--- src/rtl/config_pkg.sv ---
// Shared types and helpers for the configuration-chain cells.
package config_pkg;

    typedef enum logic [1:0] {
        EMPTY   = 2'd0,
        FILLING = 2'd1,
        FULL    = 2'd2
    } cfg_state_t;

    function automatic int cdiv(input int a, input int b);
        return (a + b - 1) / b;
    endfunction

endpackage

--- src/rtl/config_beat_counter.sv ---
// Saturating beat counter and load-tracking FSM for one configuration cell.
module config_beat_counter
    import config_pkg::*;
#(
    parameter int BEATS = 8,
    parameter int CNT_W = $clog2(BEATS + 1)
) (
    input  logic       Config_Clock,
    input  logic       Config_Reset,
    input  logic       shift,
    input  logic       commit,
    input  logic       capture,
    output cfg_state_t state,
    output logic       loaded
);

    localparam logic [CNT_W-1:0] BEATS_C = CNT_W'(BEATS);

    logic [CNT_W-1:0] count;
    logic [CNT_W-1:0] count_nxt;
    cfg_state_t       state_nxt;

    always_ff @(posedge Config_Clock or posedge Config_Reset) begin
        if (Config_Reset) begin
            count <= '0;
            state <= EMPTY;
        end else begin
            count <= count_nxt;
            state <= state_nxt;
        end
    end

    // State is a pure function of the beat count, so it is derived from the next count.
    always_comb begin
        count_nxt = count;
        if (commit && state == FULL) begin
            count_nxt = shift ? CNT_W'(1) : '0;
        end else if (capture && !commit) begin
            count_nxt = BEATS_C;
        end else if (shift && count != BEATS_C) begin
            count_nxt = count + CNT_W'(1);
        end

        if (count_nxt == '0) begin
            state_nxt = EMPTY;
        end else if (count_nxt == BEATS_C) begin
            state_nxt = FULL;
        end else begin
            state_nxt = FILLING;
        end
    end

    always_comb begin
        loaded = (state == FULL);
    end

endmodule

--- src/rtl/config_cell_dbuf.sv ---
// Double-buffered multi-lane configuration chain cell with bypass stage.
// Optional readback capture port when CONFIG_READBACK_EN is defined.
module config_cell_dbuf
    import config_pkg::*;
#(
    parameter int              SIZE        = 8,
    parameter int              LANES       = 1,
    parameter logic [SIZE-1:0] RESET_VALUE = '0
) (
    input  logic             Config_Clock,
    input  logic             Config_Reset,
    input  logic [LANES-1:0] ConfigIn,
    input  logic             shift_en,
    input  logic             commit,
    input  logic             bypass,
`ifdef CONFIG_READBACK_EN
    input  logic             capture,
`endif
    output logic [LANES-1:0] ConfigOut,
    output logic [SIZE-1:0]  select,
    output logic             loaded,
    output logic             err
);

    localparam int BEATS   = cdiv(SIZE, LANES);
    localparam int SHIFT_W = BEATS * LANES;

    logic [SHIFT_W-1:0] shadow;
    logic [SHIFT_W-1:0] shadow_shift;
    logic [LANES-1:0]   byp_q;
    logic               shift;
    logic               cap;
    cfg_state_t         state;

`ifdef CONFIG_READBACK_EN
    assign cap = capture;
`else
    assign cap = 1'b0;
`endif

    assign shift = shift_en & ~bypass;

    generate
        if (BEATS == 1) begin : g_single
            assign shadow_shift = ConfigIn;
        end else begin : g_multi
            assign shadow_shift = {ConfigIn, shadow[SHIFT_W-1:LANES]};
        end
    endgenerate

    config_beat_counter #(
        .BEATS(BEATS)
    ) u_counter (
        .Config_Clock(Config_Clock),
        .Config_Reset(Config_Reset),
        .shift       (shift),
        .commit      (commit),
        .capture     (cap),
        .state       (state),
        .loaded      (loaded)
    );

    // Capture reloads the shadow with the live config so it shifts out for readback.
    always_ff @(posedge Config_Clock or posedge Config_Reset) begin
        if (Config_Reset) begin
            shadow <= '0;
            byp_q  <= '0;
        end else begin
            if (cap && !commit) begin
                shadow <= SHIFT_W'(select);
            end else if (shift) begin
                shadow <= shadow_shift;
            end
            if (shift_en && bypass) begin
                byp_q <= ConfigIn;
            end
        end
    end

    always_ff @(posedge Config_Clock or posedge Config_Reset) begin
        if (Config_Reset) begin
            select <= RESET_VALUE;
            err    <= 1'b0;
        end else if (commit) begin
            if (state == FULL) begin
                select <= shadow[SIZE-1:0];
            end else begin
                err <= 1'b1;
            end
        end
    end

    assign ConfigOut = bypass ? byp_q : shadow[LANES-1:0];

endmodule

--- config.mk ---
export PLATFORM = sky130hd
export DESIGN_NAME = config_cell_dbuf
export DESIGN_NICKNAME = d
export VERILOG_FILES = /design/src/rtl/config_pkg.sv /design/src/rtl/config_beat_counter.sv /design/src/rtl/config_cell_dbuf.sv
export SDC_FILE = /design/constraint.sdc
export NUM_CORES = 1
export LEC_CHECK = 0
export BUFFER_PORTS_ARGS = -buffer_cell sky130_fd_sc_hd__clkbuf_2
export CORE_MARGIN = 2
export CORE_UTILIZATION = 50
export CTS_CLUSTER_DIAMETER = 30
export DETAILED_ROUTE_END_ITERATION = 8
export HOLD_SLACK_MARGIN = 0.12
export PLACE_DENSITY_LB_ADDON = 0.2
export SLEW_MARGIN = 10
export SYNTH_ARGS = -nofsm -noshare
export SYNTH_HDL_FRONTEND = slang
export SYNTH_SLANG_ARGS = --single-unit
--- constraint.sdc ---
create_clock -name Config_Clock -period 1.9 [get_ports Config_Clock]
set_input_delay 0.38 -clock Config_Clock [delete_from_list [all_inputs] [get_ports Config_Clock]]
set_output_delay 0.38 -clock Config_Clock [all_outputs]
set_load 0.005 [all_outputs]
* Word level (Yosys, flattened, before mapping)
Index checks and enable logic that the tools add are counted.
Word-level totals: bits in registers 24, bits of input ports 6, output and inout port bits 11, word-level logic and storage cells 25
Cells by class: add/sub/neg operators 1, eq/ne operators 3, mux-type cells 6, bitwise gates (word level) 3, reductions and logical operators 6
Operator list (count):
- 4-bit 2-to-1 mux | 2
- 4-bit by 1-bit adder with 4-bit output, second input constant | 1
- 4-bit equality test, second input constant | 1
- 4-bit zero test | 1
- 2-bit 2-to-1 mux | 2
- 4-bit inequality test, second input constant | 1
- 2-bit AND reduction | 2
- 1-bit logical AND | 3
- 2-bit equality test, second input constant | 1
- 1-bit 2-to-1 mux | 2
- 1-bit NOT | 2
- 1-bit AND | 1

* Longest topological paths before layout
Gate-level depths: netlist of the first run.
depth in word-level cells 8, gate-level depth with buffers 6, depth with buffers taken out 6

* By module
From an unflattened synthesis of the first run, not the netlist that was laid out.
Second synthesis, totals: cell total of the unflattened synthesis 89, area total of the unflattened synthesis 1159.9 um2
Modules (own cells, without submodules):
- config_cell_dbuf | times used 1, cells each 44, area each 748.2 um2, seq. area each 450.4 um2
- config_beat_counter | times used 1, cells each 45, area each 411.6 um2, seq. area each 150.1 um2

* Worst setup path before layout of the first run
No wires, ideal clock.
path kind register to register, start register u_counter.count[0], end register u_counter.state[1], library setup time 0.095 ns, data arrival time 1.211 ns, data required time 1.805 ns, slack 0.594 ns, cell stages (with the launch flop) 7, path buffers 0, period minus slack after synthesis 1.306 ns, cell sequence dfrtp_1 -> inv_1 -> ha_1 -> nand3b_1 -> o21ai_1 -> o2bb2ai_1 -> nor4b_2
Between the ends: word-level cells in the longest chain between the ends 7, elaborated cells between the ends (all ways) 9, classes of those cells add/sub (1); eq/ne (2); mux (4); reduce/logical (2)
Ends and longest elaborated chain:
- from (decl) | RTL line config_beat_counter.sv:19 | logic [CNT_W-1:0] count;
- from (signal assigned) | RTL line config_beat_counter.sv:28 | count <= count_nxt;
- parallel branches: the longest is 2 deep, another holds 4-bit by 1-bit adder with 4-bit output
- 4-bit 2-to-1 mux (*) | RTL line config_beat_counter.sv:40 | end else if (shift && count != BEATS_C) begin
- 4-bit 2-to-1 mux (*) | RTL line config_beat_counter.sv:36 | if (commit && state == FULL) begin
- 4-bit equality test | RTL line config_beat_counter.sv:46 | end else if (count_nxt == BEATS_C) begin
- 2-bit 2-to-1 mux | RTL line config_beat_counter.sv:46
- 2-bit 2-to-1 mux (*) | RTL line config_beat_counter.sv:44 | if (count_nxt == '0) begin
- named net u_counter.state_nxt[1] | RTL line config_beat_counter.sv:21 | cfg_state_t state_nxt;
- to (signal assigned) | RTL line config_beat_counter.sv:29 | state <= state_nxt;
- to (decl) | RTL line config_beat_counter.sv:13 | output cfg_state_t state,
Mark *: on every way through the listed nets, which the timed path passes. A chain may end at the register's enable or synchronous reset.

* Worst setup path after layout of the first run
Ends and elaborated chain as after synthesis.

==> flow_summary_export.csv, run 1 <==
group,metric,value,unit
die,die_area,2440,um2
power_and_ir_drop,p_leak,0.617,nW
logic_synthesis,ys.flop_type,"dfrtp_1",
setup_path,required,2140,ps
sta,final-setup-viol-count,0,
cts,cts_root_buf,"clkbuf_4",
flow_run,drv_cap,0,
cts,ctsResizeCount,0,
cts,cts_tree,"built",
route,ant_nets,0,
global_routing,grt_pass1_vias,654,
cts,clk_latency,320,ps
placed_design,post-place-ws,358,ps
sta,post-route-min-period,1540,ps
layout,area_growth,17.1,%
die,core_area,1960,um2
layout,final_util,61.5,%
setup_path,critPathLaunchType,"flop",
route,drt_iter0_drc,3,
logic_synthesis,synthDistinctLibCells,21,
die,die_width,49.4,um
sta,slew_viol_final,0,
sta,finClkSkew,7.00,ps
logic_synthesis,avgSynthCellArea,11.2,um2
setup_path,cp_cell_sequence,"inv_1, ha_1, nand3b_1, nand4_1, o2bb2ai_1, nor4b_2",
placed_design,dp_hpwl,1270,um
hold_path,worstHoldPathType,"in -> reg",
power_and_ir_drop,ir_worst_vdd,0.000808,V
setup_path,critPathArrivalTime,1770,ps
setup_path,setup.worst_path.class,"reg -> reg",
sta,tightest_slew,349,ps
die,initial_core_util,52.5,%
sta,finalCritPeriodShare,80.9,%
sta,rsz0062_at_grt,"false",
global_routing,grt_max_degree,25,
setup_path,cpMaxStageDelayCell,"dfrtp_1",
placed_design,dp_cells,134,
power_and_ir_drop,total_power,1.62,mW
placed_design,port_buffers,16,
placed_design,place.gp.congestion,0.790,
route,first_pass_iters,4,
sta,tns,0,ps
cts,cts_sinks,24,
sta,max_slew_margin,76.7,%
route,num_vias,699,
logic_synthesis,synth.area.top_cells,"dfrtp_1, mux2_2, nand2_1",
global_routing,antenna_found_initial,0,
logic_synthesis,synth_edf_count,0,
logic_synthesis,synth_top_area_share,58.3,%
route,drc_errors,0,
global_routing,track_usage,16.5,%
sta,setup_slack,364,ps
logic_synthesis,yosysSeqAreaShare,58.3,%
outcome,status,"complete, no violations",
cts,htreeDepth,1,
setup_path,endpoint_kind,"flop",
die,die_y,49.4,um
route,drt_wl_total,1780,um
logic_synthesis,async_reset_ff_share,100,%
layout,nets,121,
cts,clockBufferDepth,2,
setup_path,critPathMaxStageDelay,430,ps
global_routing,grt_pass1_wl,3030,um
cts,numCtsBuffers,3,
route,via_per_inst,5.03,
setup_path,crit_fanout,5,
die,num_io_pins,17,
layout,nFillCells,181,
die,num_rows,16,
cts,cts.clk_slew.worst_paths,140,ps
sta,hold_violations,0,
logic_synthesis,syn_inst,92,
layout,drive_gt1_share,31.3,%
power_and_ir_drop,powerDensity,1350,nW/um2
cts,post-cts-setup-buffers,0,
logic_synthesis,synth-seq-cells,24,
sta,fmax,0.651,GHz
logic_synthesis,synth_area_leader_cell,"dfrtp_1",
layout,num_antenna_cells,0,
logic_synthesis,netlist_area,1030,um2
route,post_drt_wl_per_cell,12.8,um
logic_synthesis,yosysWarnings,0,
logic_synthesis,syn_nets,100,
global_routing,gr-total-overflow,0,
layout,final_cells,139,
[sequential cells by signal, summed over array words and instances, names as in the netlist]
register	count
u_counter.state	2
u_counter.count	4
err	1
byp_q	1
shadow	8
select	8
[timing repair]
| action | 4_1_cts | 5_1_grt |
|---|---|---|
| hold endpoints to repair | 24 | 0 |
| hold buffers | 1 | 0 |
| endpoints found under the setup margin | 0 | 0 |
[Yosys cell counts, types with 2 or more instances]
| library cell | n |
|---|---|
| nor2_1 | 3 |
| nand2_1 | 25 |
| nand3b_1 | 3 |
| buf_2 | 3 |
| mux2_2 | 10 |
| inv_1 | 4 |
| o21ai_0 | 3 |
| nand4_1 | 2 |
| a21oi_1 | 3 |
| dfrtp_1 | 24 |
| ha_1 | 2 |
[stage by stage]
step / hold slack (ps) / cell area (um2)
2_1_floorplan: 395 / 1030
3_3_place_gp: 415 / 1140
3_5_place_dp: 427 / 1140
4_1_cts: 287 / 1210
5_1_grt: 280 / 1210
6_report: 291 / 1210
[critical path: cells and delay by family (launching register included)]
| family | cells | cell delay [ps] |
|---|---|---|
| and+or+nand+nor | 3 | 510 |
| buffers and inverters | 1 | 80 |
| AOI/OAI and AO/OA | 1 | 220 |
| adders and majority gates | 1 | 210 |
| DFF | 1 | 430 |
[cells in the final DEF, fill, tap and decap left out, types with 2 or more instances in the layout]
cell | synthesis | layout
a21oi_1 | 3 | 3
buf_4 | 0 | 2
clkbuf_2 | 0 | 16
clkbuf_4 | 0 | 3
dfrtp_1 | 24 | 24
ha_1 | 2 | 2
inv_1 | 4 | 4
mux2_2 | 10 | 10
nand2_1 | 25 | 25
nand3b_1 | 3 | 3
nand4_1 | 2 | 2
nor2_1 | 3 | 3
o21ai_0 | 3 | 3
[area by class of cell]
| cell class | count | area [um2] | share of cell area [%] |
|---|---|---|---|
| clock buffers | 3 | 22.5 | 1.87 |
| clock inverters | 1 | 30.0 | 2.49 |
| inverters | 4 | 15.0 | 1.24 |
| multi-input cells | 61 | 399 | 33.1 |
| flip-flops and latches | 24 | 601 | 49.8 |
| well taps | 27 | 33.8 | 2.80 |
| repair buffers | 19 | 105 | 8.71 |
[cell families after synthesis]
kind of cell             count (synthesis)  synth area share, %
AND/OR/NAND/NOR                         37                 18.0
buffers and inverters                    7                 2.92
adder cells (fa/ha/maj)                  2                 2.43
flip-flops                              24                 58.3
multiplexers                            11                 11.9
XOR/XNOR                                 1                0.851
AO/OA/AOI/OAI                           10                 5.59
[layer usage]
layer | global-route usage, % | part of all wire [%] | wire length, um
met1 | 22.6 | 49 | 869
met2 | 26.1 | 47 | 838
met3 | 3.68 | 2.5 | 45
met4 | 5.56 | 1.2 | 21
met5 | 0 | 0 | 0
[report_power, final]
part | internal (mW) | switching, mW
clock network | 0.213 | 0.159
registers | 0.698 | 0.135
logic | 0.219 | 0.198
[path summary, 6_finish.rpt]
path | from | cells after the start | end | slack [ps]
worst max-delay path | u_counter.count[0]$_DFF_PP0_ | 6 | u_counter.state[1]$_DFF_PP0_ | 360
worst min-delay path | ConfigIn | 2 | byp_q$_DFFE_PP0P_ | 290
worst max register to register | u_counter.count[0]$_DFF_PP0_ | 6 | u_counter.state[1]$_DFF_PP0_ | 360
worst min register to register | select[2]$_DFFE_PP0P_ | 2 | select[2]$_DFFE_PP0P_ | 490
max in group asynchronous | Config_Reset | 4 | select[1]$_DFFE_PP0P_ | 1060
min in group asynchronous | Config_Reset | 4 | shadow[3]$_DFFE_PP0P_ | 600
Power figures use the tool's default switching activity.
==> run 2: changes to the inputs <==
Settings changed: CORE_UTILIZATION 50 to 48.
Clock period 1.9 ns to 1.4 ns, I/O delays scaled along.
==> flow_summary_export.csv, run 2 (synthesis results as in run 1) <==
group,metric,value,unit
sta,rsz0062_at_grt,"true",
sta,max_slew_margin,79.7,%
layout,area_growth,30.4,%
route,num_vias,757,
die,core_area,2000,um2
power_and_ir_drop,combPwrFrac,37.3,%
setup_path,setup.worst_path.class,"reg -> reg",
power_and_ir_drop,total_power,2.41,mW
cts,cts_tree,"built",
layout,final_common_cell,"nand2_1",
setup_path,r2r_setup_slack,-90,ps
power_and_ir_drop,p_sw,0.787,mW
layout,drive_gt1_share,44.9,%
flow_run,drv_cap,0,
die,die_width,50.3,um
power_and_ir_drop,clockPowerShare,15.1,%
placed_design,place.gp.congestion,0.772,
die,die_y,50.3,um
cts,numCtsBuffers,3,
setup_path,crit_fanout,4,
die,die_area,2530,um2
global_routing,gr-total-overflow,0,
global_routing,grt_pass1_vias,759,
layout,final_cells,154,
setup_path,endpoint_kind,"flop",
power_and_ir_drop,p_seq_share,47.6,%
route,drt_wl_total,2100,um
sta,tightest_slew,304,ps
power_and_ir_drop,powerDensity,1800,nW/um2
route,drt_iter0_drc,6,
sta,finClkSkew,8.74,ps
cts,htreeDepth,1,
layout,final_util,67.1,%
sta,setup_slack,-85.3,ps
route,ant_nets,0,
layout,fin_area,1340,um2
route,first_pass_iters,2,
cts,clk_latency,320,ps
sta,final-setup-viol-count,1,
sta,fmax,0.673,GHz
die,initial_core_util,51.4,%
setup_path,critPathArrivalTime,1720,ps
placed_design,dp_hpwl,1320,um
placed_design,port_buffers,16,
cts,cts.clk_slew.worst_paths,130,ps
cts,cts_sinks,24,
cts,clockBufferDepth,2,
placed_design,placed_area,1170,um2
layout,reg.largest.list,"select x8, shadow x8, u_counter.count x4",
route,drc_errors,0,
global_routing,grt_max_degree,25,
sta,hold_violations,0,
layout,num_antenna_cells,0,
power_and_ir_drop,internal_power,1.63,mW
die,num_io_pins,17,
setup_path,required,1630,ps
outcome,status,"finished, violations left",
route,post_drt_wl_per_cell,13.6,um
outcome,violations,"setup timing",
global_routing,grt_pass1_wl,3460,um
power_and_ir_drop,p_leak,0.682,nW
layout,nFillCells,158,
cts,cts_root_buf,"clkbuf_4",
die,num_rows,16,
sta,slew_viol_final,0,
sta,post-route-min-period,1490,ps
power_and_ir_drop,switching_share,32.6,%
sta,tns,-85.3,ps
global_routing,antenna_found_initial,0,
hold_path,worstHoldPathType,"in -> reg",
sta,finalCritPeriodShare,106,%
setup_path,critPathLaunchType,"flop",
layout,most-common-layout-cells,"nand2_1, dfrtp_1, clkbuf_2, buf_4, mux2_2",
layout,nets,136,
power_and_ir_drop,ir_worst_vdd,0.000953,V
global_routing,track_usage,18.4,%
route,via_per_inst,4.92,
placed_design,dp_cells,138,
[run 2: final timing paths]
check | from | end | depth (start not counted)
setup / recovery | u_counter.count[0]$_DFF_PP0_ | u_counter.state[1]$_DFF_PP0_ | 6
hold / removal | ConfigIn | byp_q$_DFFE_PP0P_ | 2
setup reg to reg | u_counter.count[0]$_DFF_PP0_ | u_counter.state[1]$_DFF_PP0_ | 6
hold reg to reg | err$_DFFE_PP0P_ | err$_DFFE_PP0P_ | 1
max in group asynchronous | Config_Reset | u_counter.count[1]$_DFF_PP0_ | 4
min in group asynchronous | Config_Reset | shadow[1]$_DFFE_PP0P_ | 4
[run 2: repair_timing]
| action | 4_1_cts | 5_1_grt |
|---|---|---|
| resized for setup | 5 | 5 |
| cloned | 0 | 0 |
| endpoints found under the setup margin | 2 | 5 |
| setup buffers | 9 | 4 |
| hold buffers | 1 | 0 |
| hold endpoints to repair | 24 | 0 |
| pin swaps | 4 | 5 |
[run 2: cell type report]
cell class,count,area (um2),share of cell area (%)
Sequential cell,24,602,44.8
Multi-Input combinational cell,61,434,32.3
Timing Repair Buffer,34,221,16.5
Clock buffer,4,36.3,2.70
Tap cell,27,33.8,2.52
Inverter,4,15.0,1.12
[run 2: routing by layer]
layer / routed length (um) / GRT usage [%] / up-vias
met5: 0 / 0 / -
met4: 34 / 6.31 / 0
met3: 102 / 6.55 / 5
met2: 1060 / 29.8 / 19
met1: 904 / 22.9 / 359
li1: - / - / 374
[run 2: power groups by stage]
| stage | Sequential, mW | Combinational (mW) | Clock [mW] |
|---|---|---|---|
| finish | 1.15 | 0.900 | 0.363 |
| global route | 1.19 | 0.991 | 0.389 |
| CTS | 1.14 | 0.784 | 0.359 |
| detailed placement | 1.15 | 0.587 | 0 |
| global placement | 1.13 | 0.559 | 0 |
| floorplan | 1.11 | 0.383 | 0 |
[run 2: per-stage QoR]
step	setup slack, ps	hold slack [ps]
floorplan	94.2	295
global placement	45.0	317
detailed placement	-25.3	322
CTS	-25.6	201
global route	-191	196
finish	-85.3	192
[run 2: worst max-delay path, stage by stage (launching register included)]
cell,delay (ps)
dfrtp_1,420
inv_2,70
ha_4,160
nand3b_1,160
nand4_1,180
o2bb2ai_2,190
nor4b_4,220
==> run 3: changes to the inputs <==
Settings changed: HOLD_SLACK_MARGIN 0.12 to 0.08, PLACE_DENSITY_LB_ADDON 0.2 to 0.15.
==> flow_summary_export.csv, run 3 (synthesis results as in run 1) <==
group,metric,value,unit
outcome,status,"finished, violations left",
outcome,violations,"setup timing",
sta,finalCritPeriodShare,107,%
setup_path,endpoint_kind,"flop",
layout,final_cells,149,
power_and_ir_drop,total_power,2.29,mW
layout,num_antenna_cells,0,
sta,post-route-min-period,1500,ps
setup_path,setup.worst_path.class,"reg -> reg",
die,initial_core_util,51.4,%
cts,cts.clk_slew.worst_paths,120,ps
route,drt_iter0_drc,24,
sta,tightest_slew,309,ps
die,die_width,50.3,um
layout,reg.largest.list,"select x8, shadow x8, u_counter.count x4",
global_routing,track_usage,18.1,%
cts,clk_latency,300,ps
sta,holdWs,217,ps
sta,fmax,0.668,GHz
layout,final_common_cell,"nand2_1",
power_and_ir_drop,powerDensity,1740,nW/um2
power_and_ir_drop,ir_worst_vdd,0.00115,V
sta,hold_violations,0,
sta,rsz0062_at_grt,"true",
global_routing,grt_pass1_vias,724,
sta,final-setup-viol-count,1,
die,num_io_pins,17,
sta,max_slew_margin,79.4,%
cts,numCtsBuffers,3,
flow_run,drv_cap,0,
power_and_ir_drop,p_leak,0.662,nW
cts,clockBufferDepth,2,
cts,cts_sinks,24,
placed_design,port_buffers,16,
route,drt_wl_total,2030,um
global_routing,grt_max_degree,25,
cts,cts_tree,"built",
route,post_drt_wl_per_cell,13.6,um
layout,area_growth,27.7,%
hold_path,worstHoldPathType,"in -> reg",
setup_path,critPathArrivalTime,1710,ps
setup_path,required,1610,ps
sta,tns,-97.2,ps
placed_design,dp_hpwl,1380,um
global_routing,grt_pass1_wl,3390,um
setup_path,critPathLaunchType,"flop",
route,num_vias,762,
setup_path,crit_fanout,3,
die,die_area,2530,um2
die,die_y,50.3,um
placed_design,place.gp.congestion,0.782,
sta,slew_viol_final,0,
die,core_area,2000,um2
layout,most-common-layout-cells,"nand2_1, dfrtp_1, clkbuf_2",
layout,drive_gt1_share,42.6,%
sta,finClkSkew,3.79,ps
placed_design,dp_cells,139,
route,first_pass_iters,4,
layout,nets,131,
cts,htreeDepth,1,
global_routing,gr-total-overflow,0,
route,ant_nets,0,
route,drc_errors,0,
die,num_rows,16,
cts,cts_root_buf,"clkbuf_4",
route,via_per_inst,5.11,
sta,setup_slack,-97.2,ps
global_routing,antenna_found_initial,0,
run 3: cell count changes in the layout (fill, tap and decap cells not counted):
| cell | delta |
|---|---|
| a21oi_1 | +1 |
| a21oi_2 | -1 |
| buf_4 | -5 |
| dfrtp_1 | +1 |
| dfrtp_2 | -1 |
| ha_1 | -1 |
| ha_4 | +1 |
| nor2_1 | -1 |
| nor2_2 | +1 |
run 3: area by class of cell:
type                            count  area (um2)
Clock buffer                        4        36.3
Inverter                            4        15.0
Timing Repair Buffer               29         184
Multi-Input combinational cell     61         445
Sequential cell                    24         601
Fill cell                         169         687
Tap cell                           27        33.8
run 3: path summary, 6_finish.rpt:
check / startpoint / endpoint / slack, ps / depth (start not counted)
min in group asynchronous: Config_Reset / select[1]$_DFFE_PP0P_ / 530 / 4
worst max-delay path: u_counter.count[1]$_DFF_PP0_ / u_counter.state[1]$_DFF_PP0_ / -100 / 6
worst min-delay path: commit / err$_DFFE_PP0P_ / 220 / 3
worst max register to register: u_counter.count[1]$_DFF_PP0_ / u_counter.state[1]$_DFF_PP0_ / -100 / 6
worst min register to register: select[1]$_DFFE_PP0P_ / select[1]$_DFFE_PP0P_ / 490 / 2
max in group asynchronous: Config_Reset / u_counter.count[0]$_DFF_PP0_ / 640 / 4
run 3: repair_timing:
item,4_1_cts,5_1_grt
gates cloned,0,0
endpoints found under the hold margin,24,0
gates resized for setup,7,4
buffers inserted,4,1
setup endpoints to repair,3,4
pin swaps,4,4
hold buffers,1,0
run 3: routing by layer:
| metal | vias up | GRT usage, % | wire, um |
|---|---|---|---|
| li1 | 368 | - | - |
| met1 | 368 | 24.0 | 965 |
| met2 | 24 | 30.3 | 951 |
| met3 | 2 | 2.68 | 86 |
| met4 | 0 | 6.76 | 23 |
| met5 | - | 0 | 0 |
run 3: worst max-delay path, cell delays in order, from the launching register on:
cell,delay [ps]
dfrtp_1,420
buf_4,160
ha_4,140
nand3b_1,90
mux2i_1,260
nor2_2,80
nor4b_4,260
run 3: stage by stage:
stage / setup WS [ps] / utilization (%) / instance area (um2)
after floorplan: 94.2 / - / 1030
after global placement: 38.3 / 59.0 / 1180
after detailed placement: -127 / 59.0 / 1180
after CTS: -79.2 / 64.7 / 1290
after global routing: -170 / 65.7 / 1320
final: -97.2 / 65.7 / 1320
run 3: power breakdown:
part / leakage (nW) / switching, mW / internal [mW]
clock: 0.0210 / 0.191 / 0.158
sequential: 0.298 / 0.179 / 0.947
combinational: 0.342 / 0.376 / 0.441
